===== config.mk =====
export PLATFORM = sky130hd
export DESIGN_NAME = fb_write_ctrl_flat
export DESIGN_NICKNAME = d
export VERILOG_FILES = /design/src/rtl/fbw_pkg.sv /design/src/rtl/fb_write_ctrl_if.sv /design/src/rtl/fbw_addr_gen.sv /design/src/rtl/fb_write_ctrl.sv /design/src/flat_wrapper.sv
export SDC_FILE = /design/constraint.sdc
export NUM_CORES = 1
export LEC_CHECK = 0
export CORE_MARGIN = 5
export CORE_UTILIZATION = 35
export CTS_BUF_LIST = sky130_fd_sc_hd__clkbuf_8
export DETAILED_ROUTE_END_ITERATION = 7
export GPL_ROUTABILITY_DRIVEN = 0
export SYNTH_ARGS = -nofsm -noshare
export SYNTH_HDL_FRONTEND = slang
export SYNTH_HIERARCHICAL = 1
export SYNTH_SLANG_ARGS = --single-unit

===== constraint.sdc =====
create_clock -name CLK -period 5.47 [get_ports CLK]
set_clock_uncertainty 0.15 [all_clocks]
set_input_delay 1.094 -clock CLK [delete_from_list [all_inputs] [get_ports CLK]]
set_output_delay 1.094 -clock CLK [all_outputs]
set_load 0.1 [all_outputs]

===== src/rtl/fbw_pkg.sv =====
// fbw_pkg: command codes, parser states and pixel geometry shared by the framebuffer write controller
package fbw_pkg;
  localparam logic [7:0] CMD_WRITE = 8'h01;
  localparam logic [7:0] CMD_FILL = 8'h02;
  localparam int PIX_BYTES = 2;
  typedef enum logic [3:0] {
    S_CMD, S_X, S_Y, S_N, S_PLO, S_PHI, S_MEMW, S_CLO, S_CHI, S_FILL
  } state_t;
endpackage


===== src/rtl/fb_write_ctrl_if.sv =====
// fb_write_ctrl_if: decoded-byte input, frame memory write port and status pulses
interface fb_write_ctrl_if #(parameter int ADDR_W = 16, parameter int PIX_W = 16);
  logic IN_FLAG;
  logic [7:0] IN_DATA;
  logic BUSY;
  logic MEM_WE;
  logic [ADDR_W-1:0] MEM_ADDR;
  logic [PIX_W-1:0] MEM_WDATA;
  logic MEM_ACK;
  logic DONE;
  logic ERR;
  logic OVF;
  modport master(input IN_FLAG, IN_DATA, MEM_ACK,
                 output BUSY, MEM_WE, MEM_ADDR, MEM_WDATA, DONE, ERR, OVF);
  modport slave(output IN_FLAG, IN_DATA, MEM_ACK,
                input BUSY, MEM_WE, MEM_ADDR, MEM_WDATA, DONE, ERR, OVF);
endinterface


===== src/rtl/fbw_addr_gen.sv =====
// fbw_addr_gen: loads Y*H_RES+X and steps the pixel word address modulo 2^ADDR_W
module fbw_addr_gen #(
  parameter int H_RES = 256,
  parameter int ADDR_W = 16
) (
  input  logic CLK,
  input  logic RST,
  input  logic load,
  input  logic inc,
  input  logic [7:0] x,
  input  logic [7:0] y,
  output logic [ADDR_W-1:0] addr
);
  localparam int SH = $clog2(H_RES);
  always_ff @(posedge CLK)
    addr <= !RST ? '0 : load ? (ADDR_W'(y) << SH) + ADDR_W'(x) : inc ? addr + ADDR_W'(1) : addr;
endmodule


===== src/rtl/fb_write_ctrl.sv =====
// fb_write_ctrl: byte-command parser driving framebuffer pixel writes; FB_WRITE_CTRL_STATS_EN adds saturating stats counters
module fb_write_ctrl
  import fbw_pkg::*;
#(
  parameter int H_RES = 256,
  parameter int ADDR_W = 16,
  parameter int PIX_W = 8 * PIX_BYTES
) (
  input  logic CLK,
  input  logic RST,
  fb_write_ctrl_if.master m
`ifdef FB_WRITE_CTRL_STATS_EN
  ,
  output logic [31:0] PIX_CNT,
  output logic [15:0] ERR_CNT,
  output logic [15:0] OVF_CNT
`endif
);
  state_t state, state_n;
  logic fill, fill_n, we, we_n, done, done_n, err, err_n, ovf, ovf_n;
  logic load, inc, ack, take;
  logic [7:0] x, x_n, lo, lo_n;
  logic [8:0] cnt, cnt_n;
  logic [PIX_W-1:0] wdata, wdata_n;
  logic [ADDR_W-1:0] addr;

  fbw_addr_gen #(.H_RES(H_RES), .ADDR_W(ADDR_W)) u_addr (
    .CLK(CLK), .RST(RST), .load(load), .inc(inc), .x(x), .y(m.IN_DATA), .addr(addr)
  );

  assign m.BUSY = we;
  assign m.MEM_WE = we;
  assign m.MEM_ADDR = addr;
  assign m.MEM_WDATA = wdata;
  assign m.DONE = done;
  assign m.ERR = err;
  assign m.OVF = ovf;

  always_ff @(posedge CLK) begin
    if (!RST) begin
      state <= S_CMD;
      fill <= 1'b0;
      we <= 1'b0;
      done <= 1'b0;
      err <= 1'b0;
      ovf <= 1'b0;
      x <= '0;
      lo <= '0;
      cnt <= '0;
      wdata <= '0;
    end else begin
      state <= state_n;
      fill <= fill_n;
      we <= we_n;
      done <= done_n;
      err <= err_n;
      ovf <= ovf_n;
      x <= x_n;
      lo <= lo_n;
      cnt <= cnt_n;
      wdata <= wdata_n;
    end
  end

  // a byte is only consumed while no write is pending; otherwise it is dropped as an overflow
  always_comb begin
    state_n = state;
    fill_n = fill;
    we_n = we;
    x_n = x;
    lo_n = lo;
    cnt_n = cnt;
    wdata_n = wdata;
    done_n = 1'b0;
    err_n = 1'b0;
    load = 1'b0;
    inc = 1'b0;
    ack = we && m.MEM_ACK;
    take = m.IN_FLAG && !we;
    ovf_n = m.IN_FLAG && we;
    case (state)
      S_CMD: if (take) begin
        state_n = (m.IN_DATA == CMD_WRITE || m.IN_DATA == CMD_FILL) ? S_X : S_CMD;
        fill_n = m.IN_DATA == CMD_FILL;
        err_n = m.IN_DATA != CMD_WRITE && m.IN_DATA != CMD_FILL;
      end
      S_X: if (take) begin
        x_n = m.IN_DATA;
        state_n = S_Y;
      end
      S_Y: if (take) begin
        load = 1'b1;
        state_n = S_N;
      end
      S_N: if (take) begin
        cnt_n = m.IN_DATA == 8'd0 ? 9'd256 : {1'b0, m.IN_DATA};
        state_n = fill ? S_CLO : S_PLO;
      end
      S_PLO, S_CLO: if (take) begin
        lo_n = m.IN_DATA;
        state_n = state == S_PLO ? S_PHI : S_CHI;
      end
      S_PHI, S_CHI: if (take) begin
        wdata_n = PIX_W'({m.IN_DATA, lo});
        we_n = 1'b1;
        state_n = state == S_PHI ? S_MEMW : S_FILL;
      end
      S_MEMW, S_FILL: if (ack) begin
        inc = 1'b1;
        cnt_n = cnt - 9'd1;
        we_n = state == S_FILL && cnt != 9'd1;
        done_n = cnt == 9'd1;
        state_n = cnt == 9'd1 ? S_CMD : state == S_FILL ? S_FILL : S_PLO;
      end
      default: state_n = S_CMD;
    endcase
  end

`ifdef FB_WRITE_CTRL_STATS_EN
  always_ff @(posedge CLK) begin
    if (!RST) begin
      PIX_CNT <= '0;
      ERR_CNT <= '0;
      OVF_CNT <= '0;
    end else begin
      PIX_CNT <= PIX_CNT + 32'(ack && !(&PIX_CNT));
      ERR_CNT <= ERR_CNT + 16'(err_n && !(&ERR_CNT));
      OVF_CNT <= OVF_CNT + 16'(ovf_n && !(&OVF_CNT));
    end
  end
`endif
endmodule


===== src/flat_wrapper.sv =====
// flat-port wrapper written by rule: the top's interface ports become plain ports
module fb_write_ctrl_flat import fbw_pkg::*;
#(
  parameter int H_RES = 256,
  parameter int ADDR_W = 16,
  parameter int PIX_W = 8 * PIX_BYTES
)
  (CLK, RST, m_IN_FLAG, m_IN_DATA, m_MEM_ACK, m_BUSY, m_MEM_WE, m_MEM_ADDR, m_MEM_WDATA, m_DONE, m_ERR, m_OVF);
  fb_write_ctrl_if #(.ADDR_W(ADDR_W), .PIX_W(PIX_W)) m_i ();
  input  logic CLK;
  input  logic RST;
  input wire logic [$bits(m_i.IN_FLAG)-1:0] m_IN_FLAG;
  input wire logic [$bits(m_i.IN_DATA)-1:0] m_IN_DATA;
  input wire logic [$bits(m_i.MEM_ACK)-1:0] m_MEM_ACK;
  output wire logic [$bits(m_i.BUSY)-1:0] m_BUSY;
  output wire logic [$bits(m_i.MEM_WE)-1:0] m_MEM_WE;
  output wire logic [$bits(m_i.MEM_ADDR)-1:0] m_MEM_ADDR;
  output wire logic [$bits(m_i.MEM_WDATA)-1:0] m_MEM_WDATA;
  output wire logic [$bits(m_i.DONE)-1:0] m_DONE;
  output wire logic [$bits(m_i.ERR)-1:0] m_ERR;
  output wire logic [$bits(m_i.OVF)-1:0] m_OVF;
  assign m_i.IN_FLAG = m_IN_FLAG;
  assign m_i.IN_DATA = m_IN_DATA;
  assign m_i.MEM_ACK = m_MEM_ACK;
  assign m_BUSY = m_i.BUSY;
  assign m_MEM_WE = m_i.MEM_WE;
  assign m_MEM_ADDR = m_i.MEM_ADDR;
  assign m_MEM_WDATA = m_i.MEM_WDATA;
  assign m_DONE = m_i.DONE;
  assign m_ERR = m_i.ERR;
  assign m_OVF = m_i.OVF;
  fb_write_ctrl #(.H_RES(H_RES), .ADDR_W(ADDR_W), .PIX_W(PIX_W)) u_core (.CLK(CLK), .RST(RST), .m(m_i));
endmodule

; Yosys cells after proc, flatten, opt, wreduce, memory -nomap -nowiden
; Index checks and enable logic that the tools add are counted.
; Widths: inputs -> output; s select.
[totals]
out_inout_bits = 37
in_bits = 12
word_cells = 87
ff_bits = 66
[op_classes]
n_eq_ne = 22
muxes = 27
reduce_logical = 24
n_addsub = 3
[op_table]
columns = operator, count
row1 = $mux 4, 11
row2 = $mux 16, 2
row3 = $pmux 4 s7, 1
row4 = $mux 9, 3
row5 = $pmux 9 s2, 1
row6 = $add 16x1->16 const B, 1
row7 = $add 16x8->16, 1
row8 = $eq 4x3->1 const B, 4
row9 = $ne 2x1->1 const B, 7
row10 = $reduce_and 3->1, 4
row11 = $eq 9x1->1 const B, 1
row12 = $ne 9x1->1 const B, 1
row13 = $sub 9x1->9 const B, 1
row14 = $eq 4x2->1 const B, 2
row15 = $eq 4x4->1 const B, 2
row16 = $eq 8x1->1 const B, 1
row17 = $eq 8x2->1 const B, 1
row18 = $logic_not 8->1, 1
row19 = $ne 8x1->1 const B, 1
row20 = $ne 8x2->1 const B, 1
row21 = $reduce_and 2->1, 4
row22 = $mux 1, 7
row23 = $reduce_and 7->1, 1
row24 = $reduce_bool 2->1, 3
row25 = other kinds (8), 14

; Depth between registers and ports, before layout
; Gate-level depths: netlist of the first run.
[depth]
depth_word = 5
mapped_depth = 11

; Hierarchy
; Netlist of the first run, hierarchy kept.
[modules_own_cells]
columns = mod, seq_area_each_um2, area_per_inst_um2, instances, cells_per_inst
row1 = fb_write_ctrl, 1001.0, 2386.0, 1, 270
row2 = fbw_addr_gen, 320.3, 919.6, 1, 99

; Least setup slack after synthesis of the first run
; No wires, ideal clock.
[synth_timing]
path_kind = register to output
start = register u_core.we, in the netlist u_core/m.BUSY
end = output m_MEM_WE
required_time_ps = 4226
setup_slack_ps = 2766
arrival_time_ps = 1460
path_stages_with_launch = 2
path_cell_list = dfxtp_1 -> buf_4
[synth_lines]
columns = element, line
row1 = "start, declared", fb_write_ctrl.sv:20  ; logic fill, fill_n, we, we_n, done, done_n, err, err_n, ovf, ovf_n;
row2 = "start signal, assigned", fb_write_ctrl.sv:54  ; we <= we_n;
row3 = "end, declared", flat_wrapper.sv:16  ; output wire logic [$bits(m_i.MEM_WE)-1:0] m_MEM_WE;
; No word-level cell between the ends.

; Worst setup path after layout of the first run
[layout_timing]
start = register u_core.u_addr.addr[5]
end = output m_MEM_ADDR[5]
[layout_lines]
columns = element, line
row1 = "start, declared", fbw_addr_gen.sv:12  ; output logic [ADDR_W-1:0] addr
row2 = "start signal, assigned", fbw_addr_gen.sv:16  ; addr <= !RST ? '0 : load ? (ADDR_W'(y) << SH) + ADDR_W'(x) : inc ? addr + ADDR_W'(1) : addr;
row3 = "end, declared", flat_wrapper.sv:17  ; output wire logic [$bits(m_i.MEM_ADDR)-1:0] m_MEM_ADDR;
; No word-level cell between the ends.

==> results of run 1 <==
==> state kept, by name, indices dropped and copies added, names as in the netlist <==
name / count
u_core/m.BUSY: 1
u_core/m.ERR: 1
u_core/u_addr/addr: 16
u_core/m.DONE: 1
u_core/cnt: 9
u_core/m.MEM_WDATA: 16
u_core/state: 4
u_core/fill: 1
u_core/x: 8
u_core/lo: 8
u_core/m.OVF: 1
==> cell usage after synthesis, drive strengths merged, types with 3 or more instances <==
cell,number
clkbuf,10
nand2,30
nand2b,3
xor2,3
nand3,13
xnor2,14
nand4,11
o211a,5
nor2,49
a21o,4
nor2b,3
inv,11
nor3,10
a21oi,28
o21ai,19
buf,13
ha,3
mux2i,34
nor4,9
dfxtp,66
==> per-stage QoR <==
step           hold WS, ps  total power, mW  area (sq um)  cells
2_1_floorplan          292            0.723          3310    369
3_3_place_gp           313            0.781          3820    524
3_5_place_dp           319            0.783          3820    524
4_1_cts                338             1.25          4040    540
5_1_grt                366             1.29          4040    540
6_report               337             1.23          4040    540
==> cell usage in the layout, fill, tap and decap left out, types with 4 or more instances in the layout <==
| cell | count |
|---|---|
| clkbuf_8 | 9 |
| inv_1 | 10 |
| dfxtp_1 | 66 |
| a21oi_1 | 27 |
| o211a_1 | 5 |
| nor2_1 | 48 |
| o21ai_1 | 4 |
| xnor2_1 | 14 |
| nand4_1 | 9 |
| nand2_1 | 30 |
| o21ai_0 | 15 |
| nor4_2 | 4 |
| a21o_1 | 4 |
| nor3_1 | 10 |
| mux2i_1 | 34 |
| clkdlybuf4s50_1 | 48 |
| nand3_1 | 11 |
==> logic make-up (layout without fill, tap and decap cells) <==
kind of cell	after synthesis	after routing	share of synthesized area
buf+inv	34	76	0.0541
fa+ha+maj	3	3	0.0114
simple gates	139	139	0.236
flops	66	66	0.400
xor+xnor	17	17	0.0450
compound gates	76	76	0.151
mux	34	34	0.103
==> routing by layer <==
metal	wire length (um)	share of wire	track usage
met1	3760	0.47	0.186
met2	3680	0.46	0.223
met3	417	0.052	0.0301
met4	125	0.016	0.0667
met5	0	0	0
==> power by group <==
part | total [mW] | internal [mW] | switching (mW)
Combinational | 0.236 | 0.0711 | 0.165
Clock | 0.461 | 0.261 | 0.200
Sequential | 0.535 | 0.502 | 0.0333
==> cell type report <==
cell class	count	area [sq um]
Fill cell	896	5200
Multi-Input combinational cell	269	1810
Sequential cell	66	1320
Timing Repair Buffer	49	488
Tap cell	129	161
Clock buffer	9	124
Clock inverter	7	100
Inverter	11	41.3
==> path summary, 6_finish.rpt <==
kind                       endpoint  cells after the start
max reg2reg  u_core/u_addr/addr[15]                      7
min                     u_core/fill                      2
max                   m_MEM_ADDR[5]                      1
min reg2reg             u_core/fill                      2
==> out/summary.txt, run 1 <==
Status -> finished, final reports clean
Total number of vias -> 2762
Clk sinks -> 66
Final nets -> 421
Syn_nets -> 384
Worst rel slew slack -> 0.232
WL final -> 7990 um
Yosys warns -> 6
Buf/Inv on CP -> 1
Number of synthesized register bits -> 66
Vias in the first global route -> 2639
Final setup fails -> 0
Post-route clock period utilization -> 0.597
Core Area -> 0.00924 sq mm
Global Route Usage Sum -> 0.142
Number of synthesized flops with an enable pin -> 0
CTS tree -> built
Fmax -> 306 MHz
Unrepaired setup endpoints after global routing -> false
Reg-to-Reg Start -> u_core/state[0]
Pre-CTS setup slack -> 1870 ps
Largest stage delay, worst path -> 1200 ps
Largest net degree at the start of global routing -> 46
Worst slew pin tran -> 1150 ps
IO buf count -> 48
Mapped Cells -> 369
Yosys top cell area share -> 0.400
Post-Syn Area -> 0.00331 sq mm
Root buf cell -> clkbuf_8
Setup bufs post-CTS -> 0
Leak -> 1.66 nW
Min-delay worst type -> register to register
Crit start category -> register
Arr. time, crit path -> 2020 ps
Most used DFF post-synth -> dfxtp_1
Total negative setup slack -> 0 ps
Post-Route Utilization -> 0.437
Worst setup margin -> 2200 ps
Delay-heaviest family, CP -> buffers and inverters
Total CTS buffers -> 9
Tmin final -> 3270 ps
Horiz. Die Dim -> 107 um
Largest area contributor in the netlist -> dfxtp_1
Cell Chain, Critical Path -> clkdlybuf4s50_1
Register area share after synthesis -> 0.400
CTS Buffer Depth -> 2
Critical Path Source -> u_core/u_addr/addr[5]
Detailed Route Iter0 Violations -> 191
Ant. Diodes -> 0
Layout cell share with drive strength beyond 1 -> 0.0900
Final Hold Viols -> 0
First-pass GRT wire length -> 13100 um
Cell variety after synth -> 56
Worst-skew pair later-pin latency -> 340 ps
Max-slew violations -> 0
# rows -> 35
Post-route ant nets -> 0
DR WL/cell -> 14.8 um
Die ar. -> 0.0115 sq mm
Pwr dens -> 305 mW/mm^2
WS Path Type -> register to output port
CTS HTree Levels -> 3
Initial Utilization -> 0.358
Height of the die -> 107 um
# hold bufs at CTS -> 0
Slowest-stage cell, CP -> clkdlybuf4s50_1
Hold_sp -> u_core/fill
Gr ovfl total -> 0
Crit. End Element -> output port
DP HPWL -> 5310 um
Clock transition at path regs -> 70 ps
CP required -> 4230 ps
Synth area leaders -> dfxtp_1 (40%), mux2i_1 (10%), nor2_1 (5.5%)
IO Pins -> 49
DRC -> 0
Asr flop ratio synth -> 0
Mean Syn Cell Area -> 8.96 sq um
R2R setup slack -> 2570 ps
Largest fanout on the critical path -> 6
PostCTS Resize Cnt -> 0
Vias/cell -> 5.11
Antenna violations before repair -> 0
Peak VDD IR -> 0.0984 mV
TritonRoute pass-1 iters -> 4
MaxCap Viol Count -> 0
Layout area overhead -> 22.3%
(Power assumes the default switching activity.)
==> run 2, diff against run 1 <==
==> constraint.sdc (replaced) <==
create_clock -name CLK -period 3.2 [get_ports CLK]
set_clock_uncertainty 0.15 [all_clocks]
set_input_delay 0.64 -clock CLK [delete_from_list [all_inputs] [get_ports CLK]]
set_output_delay 0.64 -clock CLK [all_outputs]
set_load 0.1 [all_outputs]
==> run 2 against run 1 <==
  * Sequential cell count did not move
  * Global-route usage rose by 0.84 points
  * Critical path type is now primary input to register
  * Wire length rose by 5.3%
  * Clock power rose by 55%
  * Largest cell class unchanged
  * Via count rose by 2.6%
  * Register-to-register slack got worse by 1900 ps
==> out/summary.txt, run 2 (same netlist as run 1, synthesis figures left out) <==
# rows -> 35
First-pass GRT wire length -> 13900 um
Clock transition at path regs -> 70 ps
Ant. Diodes -> 0
Gr ovfl total -> 0
Root buf cell -> clkbuf_8
Buf/Inv on CP -> 2
Placed Instances -> 536
Most common cell after layout, fill and taps aside -> dfxtp_1
Die ar. -> 0.0115 sq mm
Crit start category -> primary input
Vias/cell -> 5.13
Clk sinks -> 66
MaxCap Viol Count -> 0
IO Pins -> 49
Min-delay worst type -> register to register
Layout area overhead -> 21.5%
Largest net degree at the start of global routing -> 32
Arr. time, crit path -> 2630 ps
PostCTS Resize Cnt -> 0
Setup bufs post-CTS -> 0
CTS Buffer Depth -> 2
DR WL/cell -> 15.2 um
# hold bufs at CTS -> 0
Post-Route Utilization -> 0.435
Fillcell total -> 921
WS Path Type -> primary input to register
Peak VDD IR -> 0.241 mV
Final setup fails -> 0
Core Area -> 0.00924 sq mm
Delay-heaviest family, CP -> buffers and inverters
Antenna violations before repair -> 0
Slowest-stage cell, CP -> clkdlybuf4s50_1
Fin area -> 0.00402 sq mm
Worst-skew pair later-pin latency -> 340 ps
Layout Cells excl Fill -> 552
CTS tree -> built
Tmin final -> 2590 ps
Final nets -> 433
Reg area -> 0.00132 sq mm
WL final -> 8410 um
Height of the die -> 107 um
Detailed Route Iter0 Violations -> 190
Max-slew violations -> 0
Placed Area -> 0.00381 sq mm
Total number of vias -> 2834
Horiz. Die Dim -> 107 um
Post-route clock period utilization -> 0.810
CP required -> 3240 ps
Total negative setup slack -> 0 ps
CTS HTree Levels -> 3
DP HPWL -> 5760 um
Worst rel slew slack -> 0.424
Crit. End Element -> register
Cell Chain, Critical Path -> clkdlybuf4s50_1 -> nor2b_2 -> and2_0 -> nand2_1 -> nor3_1 -> inv_1 -> o21ai_0 -> a21oi_1
Largest fanout on the critical path -> 31
Final Hold Viols -> 0
Global Route Usage Sum -> 0.151
Leak -> 1.78 nW
IO buf count -> 48
Total power draw -> 2.04 mW
TritonRoute pass-1 iters -> 4
Commonest cells after routing, fill and taps aside -> dfxtp_1 (66), buf_4 (50), nor2_1 (48)
Initial Utilization -> 0.358
Vias in the first global route -> 2791
Post-route ant nets -> 0
Layout cell share with drive strength beyond 1 -> 0.203
Fmax -> 386 MHz
Worst slew pin tran -> 856 ps
Multi-input gate area -> 0.00181 sq mm
Largest stage delay, worst path -> 460 ps
Pwr dens -> 509 mW/mm^2
Total CTS buffers -> 9
Unrepaired setup endpoints after global routing -> false
Status -> finished, final reports clean
DRC -> 0
==> run 2: cell type report <==
cell class | instances | area share
Clock buffer | 9 | 0.0308
Timing Repair Buffer | 61 | 0.121
Multi-Input combinational cell | 269 | 0.450
Tap cell | 129 | 0.0402
Inverter | 11 | 0.0103
Sequential cell | 66 | 0.329
Clock inverter | 7 | 0.0193
==> run 2: routing by layer <==
layer	routed length (um)	vias to the layer above	track usage
li1	-	1414	-
met1	4130	1350	0.205
met2	3770	63	0.233
met3	424	7	0.0355
met4	90	0	0.0511
met5	0	-	0
==> run 2: where the power goes <==
group          leakage, nW  internal [mW]  total, mW  switching, mW
clock               0.0998          0.365      0.716          0.351
combinational         1.14          0.121      0.411          0.290
sequential           0.534          0.857      0.916         0.0582
total                 1.78           1.34       2.04          0.699
==> run 2: worst paths after layout <==
kind	from	to	slack (ps)	depth (start not counted)
setup / recovery	m_IN_FLAG	u_core/u_addr/addr[12]	610	8
hold / removal	u_core/fill	u_core/fill	330	2
hold reg to reg	u_core/fill	u_core/fill	330	2
setup reg to reg	u_core/state[0]	u_core/u_addr/addr[15]	660	7
==> run 2: worst min-delay path: cells and delay by family, from the launching register on <==
kind	cells	cell delay (ps)
flops	1	320
simple gates	1	70
compound gates	1	50
==> run 2: stage by stage <==
stage          worst slack [ps]  hold slack, ps
3_3_place_gp                295             310
5_1_grt                     385             345
3_5_place_dp                276             320
4_1_cts                     638             335
6_report                    607             329
2_1_floorplan               515             292
==> run 3, diff against run 2 <==
==> constraint.sdc (replaced) <==
create_clock -name CLK -period 2.7 [get_ports CLK]
set_clock_uncertainty 0.15 [all_clocks]
set_input_delay 0.54 -clock CLK [delete_from_list [all_inputs] [get_ports CLK]]
set_output_delay 0.54 -clock CLK [all_outputs]
set_load 0.1 [all_outputs]
==> run 3 against run 2 <==
  * Sequential power grew 17%
  * Largest cell class unchanged
  * Cell area grew 2.1%
  * Combinational power grew 26%
  * Clock-buffer cell count is the same
  * Highest routed layer unchanged
  * Global-route usage grew 0.099 points
  * Critical path type unchanged
  * Core utilization grew 0.89 points
==> out/summary.txt, run 3 (same netlist as run 1, synthesis figures left out) <==
Initial Utilization -> 0.358
Layout area overhead -> 24.0%
IO buf count -> 48
CTS HTree Levels -> 3
DP HPWL -> 6000 um
WL final -> 8440 um
Clock transition at path regs -> 80 ps
CTS tree -> built
Min-delay worst type -> register to register
Final setup fails -> 0
Cell Chain, Critical Path -> clkdlybuf4s50_1 -> nand2_1 -> nor2_1 -> nand4_4 -> nor4_2 -> xnor2_1 -> a21oi_1
Total negative setup slack -> 0 ps
CP required -> 2790 ps
TritonRoute pass-1 iters -> 4
Sw Ratio -> 0.342
Vias/cell -> 5.10
Gate power share -> 0.212
Final Hold Viols -> 0
Largest net degree at the start of global routing -> 31
Worst-skew pair later-pin latency -> 340 ps
DR WL/cell -> 15.0 um
Leak -> 1.83 nW
Total CTS buffers -> 9
Tmin final -> 2200 ps
Antenna violations before repair -> 0
Fmax -> 455 MHz
Vias in the first global route -> 2693
Arr. time, crit path -> 2290 ps
Root buf cell -> clkbuf_8
Global Route Usage Sum -> 0.152
Setup bufs post-CTS -> 0
First-pass GRT wire length -> 13900 um
DRC -> 0
Status -> finished, final reports clean
Detailed Route Iter0 Violations -> 172
Max-slew violations -> 0
Slowest-stage cell, CP -> clkdlybuf4s50_1
CTS Buffer Depth -> 2
Worst setup margin -> 500 ps
Commonest cells after routing, fill and taps aside -> dfxtp_1 (66), buf_4 (61), nor2_1 (48)
Unrepaired setup endpoints after global routing -> false
Pre-CTS setup slack -> 119 ps
Largest fanout on the critical path -> 11
# hold bufs at CTS -> 0
Peak VDD IR -> 0.207 mV
Delay-heaviest family, CP -> simple AND/OR/NAND/NOR gates
Largest stage delay, worst path -> 530 ps
Post-route clock period utilization -> 0.815
Fillcell total -> 896
Ant. Diodes -> 0
Layout cell share with drive strength beyond 1 -> 0.224
Crit start category -> primary input
Pint -> 1.61 mW
Die ar. -> 0.0115 sq mm
Clock Power Share -> 0.350
Buf/Inv on CP -> 1
Total number of vias -> 2874
MaxCap Viol Count -> 0
Post-route ant nets -> 0
Pwr dens -> 597 mW/mm^2
IO Pins -> 49
Height of the die -> 107 um
Sequential share of power -> 0.438
Psw -> 0.837 mW
Worst slew pin tran -> 833 ps
Horiz. Die Dim -> 107 um
PostCTS Resize Cnt -> 0
Worst rel slew slack -> 0.440
# rows -> 35
Crit. End Element -> register
WS Path Type -> primary input to register
Core Area -> 0.00924 sq mm
Final nets -> 444
Clk sinks -> 66
Most common cell after layout, fill and taps aside -> dfxtp_1
Gr ovfl total -> 0
## run 3: worst paths after layout
path | from | endpoint | slack (ps) | cells after the start
max reg2reg | u_core/state[3] | u_core/u_addr/addr[11] | 510 | 7
max | m_MEM_ACK | u_core/u_addr/addr[11] | 500 | 7
min reg2reg | u_core/fill | u_core/fill | 320 | 2
min | u_core/fill | u_core/fill | 320 | 2
## run 3: through the flow
| step | std cells | util | power, mW | instance area, sq um | hold slack [ps] |
|---|---|---|---|---|---|
| finish | 563 | 0.444 | 2.45 | 4100 | 325 |
| global route | 563 | 0.444 | 2.55 | 4100 | 342 |
| CTS | 563 | 0.444 | 2.47 | 4100 | 323 |
| detailed placement | 547 | 0.422 | 1.61 | 3900 | 311 |
| global placement | 547 | 0.422 | 1.61 | 3900 | 311 |
| floorplan | 369 | - | 1.46 | 3310 | 292 |
## run 3: worst register-to-register path: stages, from the launching register on
cell and delay [ps]:
dfxtp_1 450, and4bb_4 310, nor2_2 50, nor2_1 240, nand4_4 270, nor4_2 370, xnor2_1 160, a21oi_1 80
## run 3: metal layers
metal,part of all wire,GRT usage
met5,0,0
met2,0.45,0.233
met1,0.47,0.202
met3,0.059,0.0385
met4,0.018,0.0603
## run 3: area by class of cell
| cell class | count | area, sq um | area share |
|---|---|---|---|
| clock buffers | 9 | 124 | 0.0302 |
| inverters | 11 | 41.3 | 0.0101 |
| flip-flops and latches | 66 | 1320 | 0.322 |
| repair buffers | 72 | 568 | 0.139 |
| well taps | 129 | 161 | 0.0394 |
| clock inverters | 7 | 77.6 | 0.0189 |
| multi-input cells | 269 | 1810 | 0.440 |
## run 3: power groups by stage
stage,Combinational [mW],Clock [mW],Sequential [mW]
global route,0.553,0.919,1.08
finish,0.519,0.855,1.07
CTS,0.519,0.881,1.07
global placement,0.513,0,1.09
floorplan,0.194,0,1.27
detailed placement,0.518,0,1.09
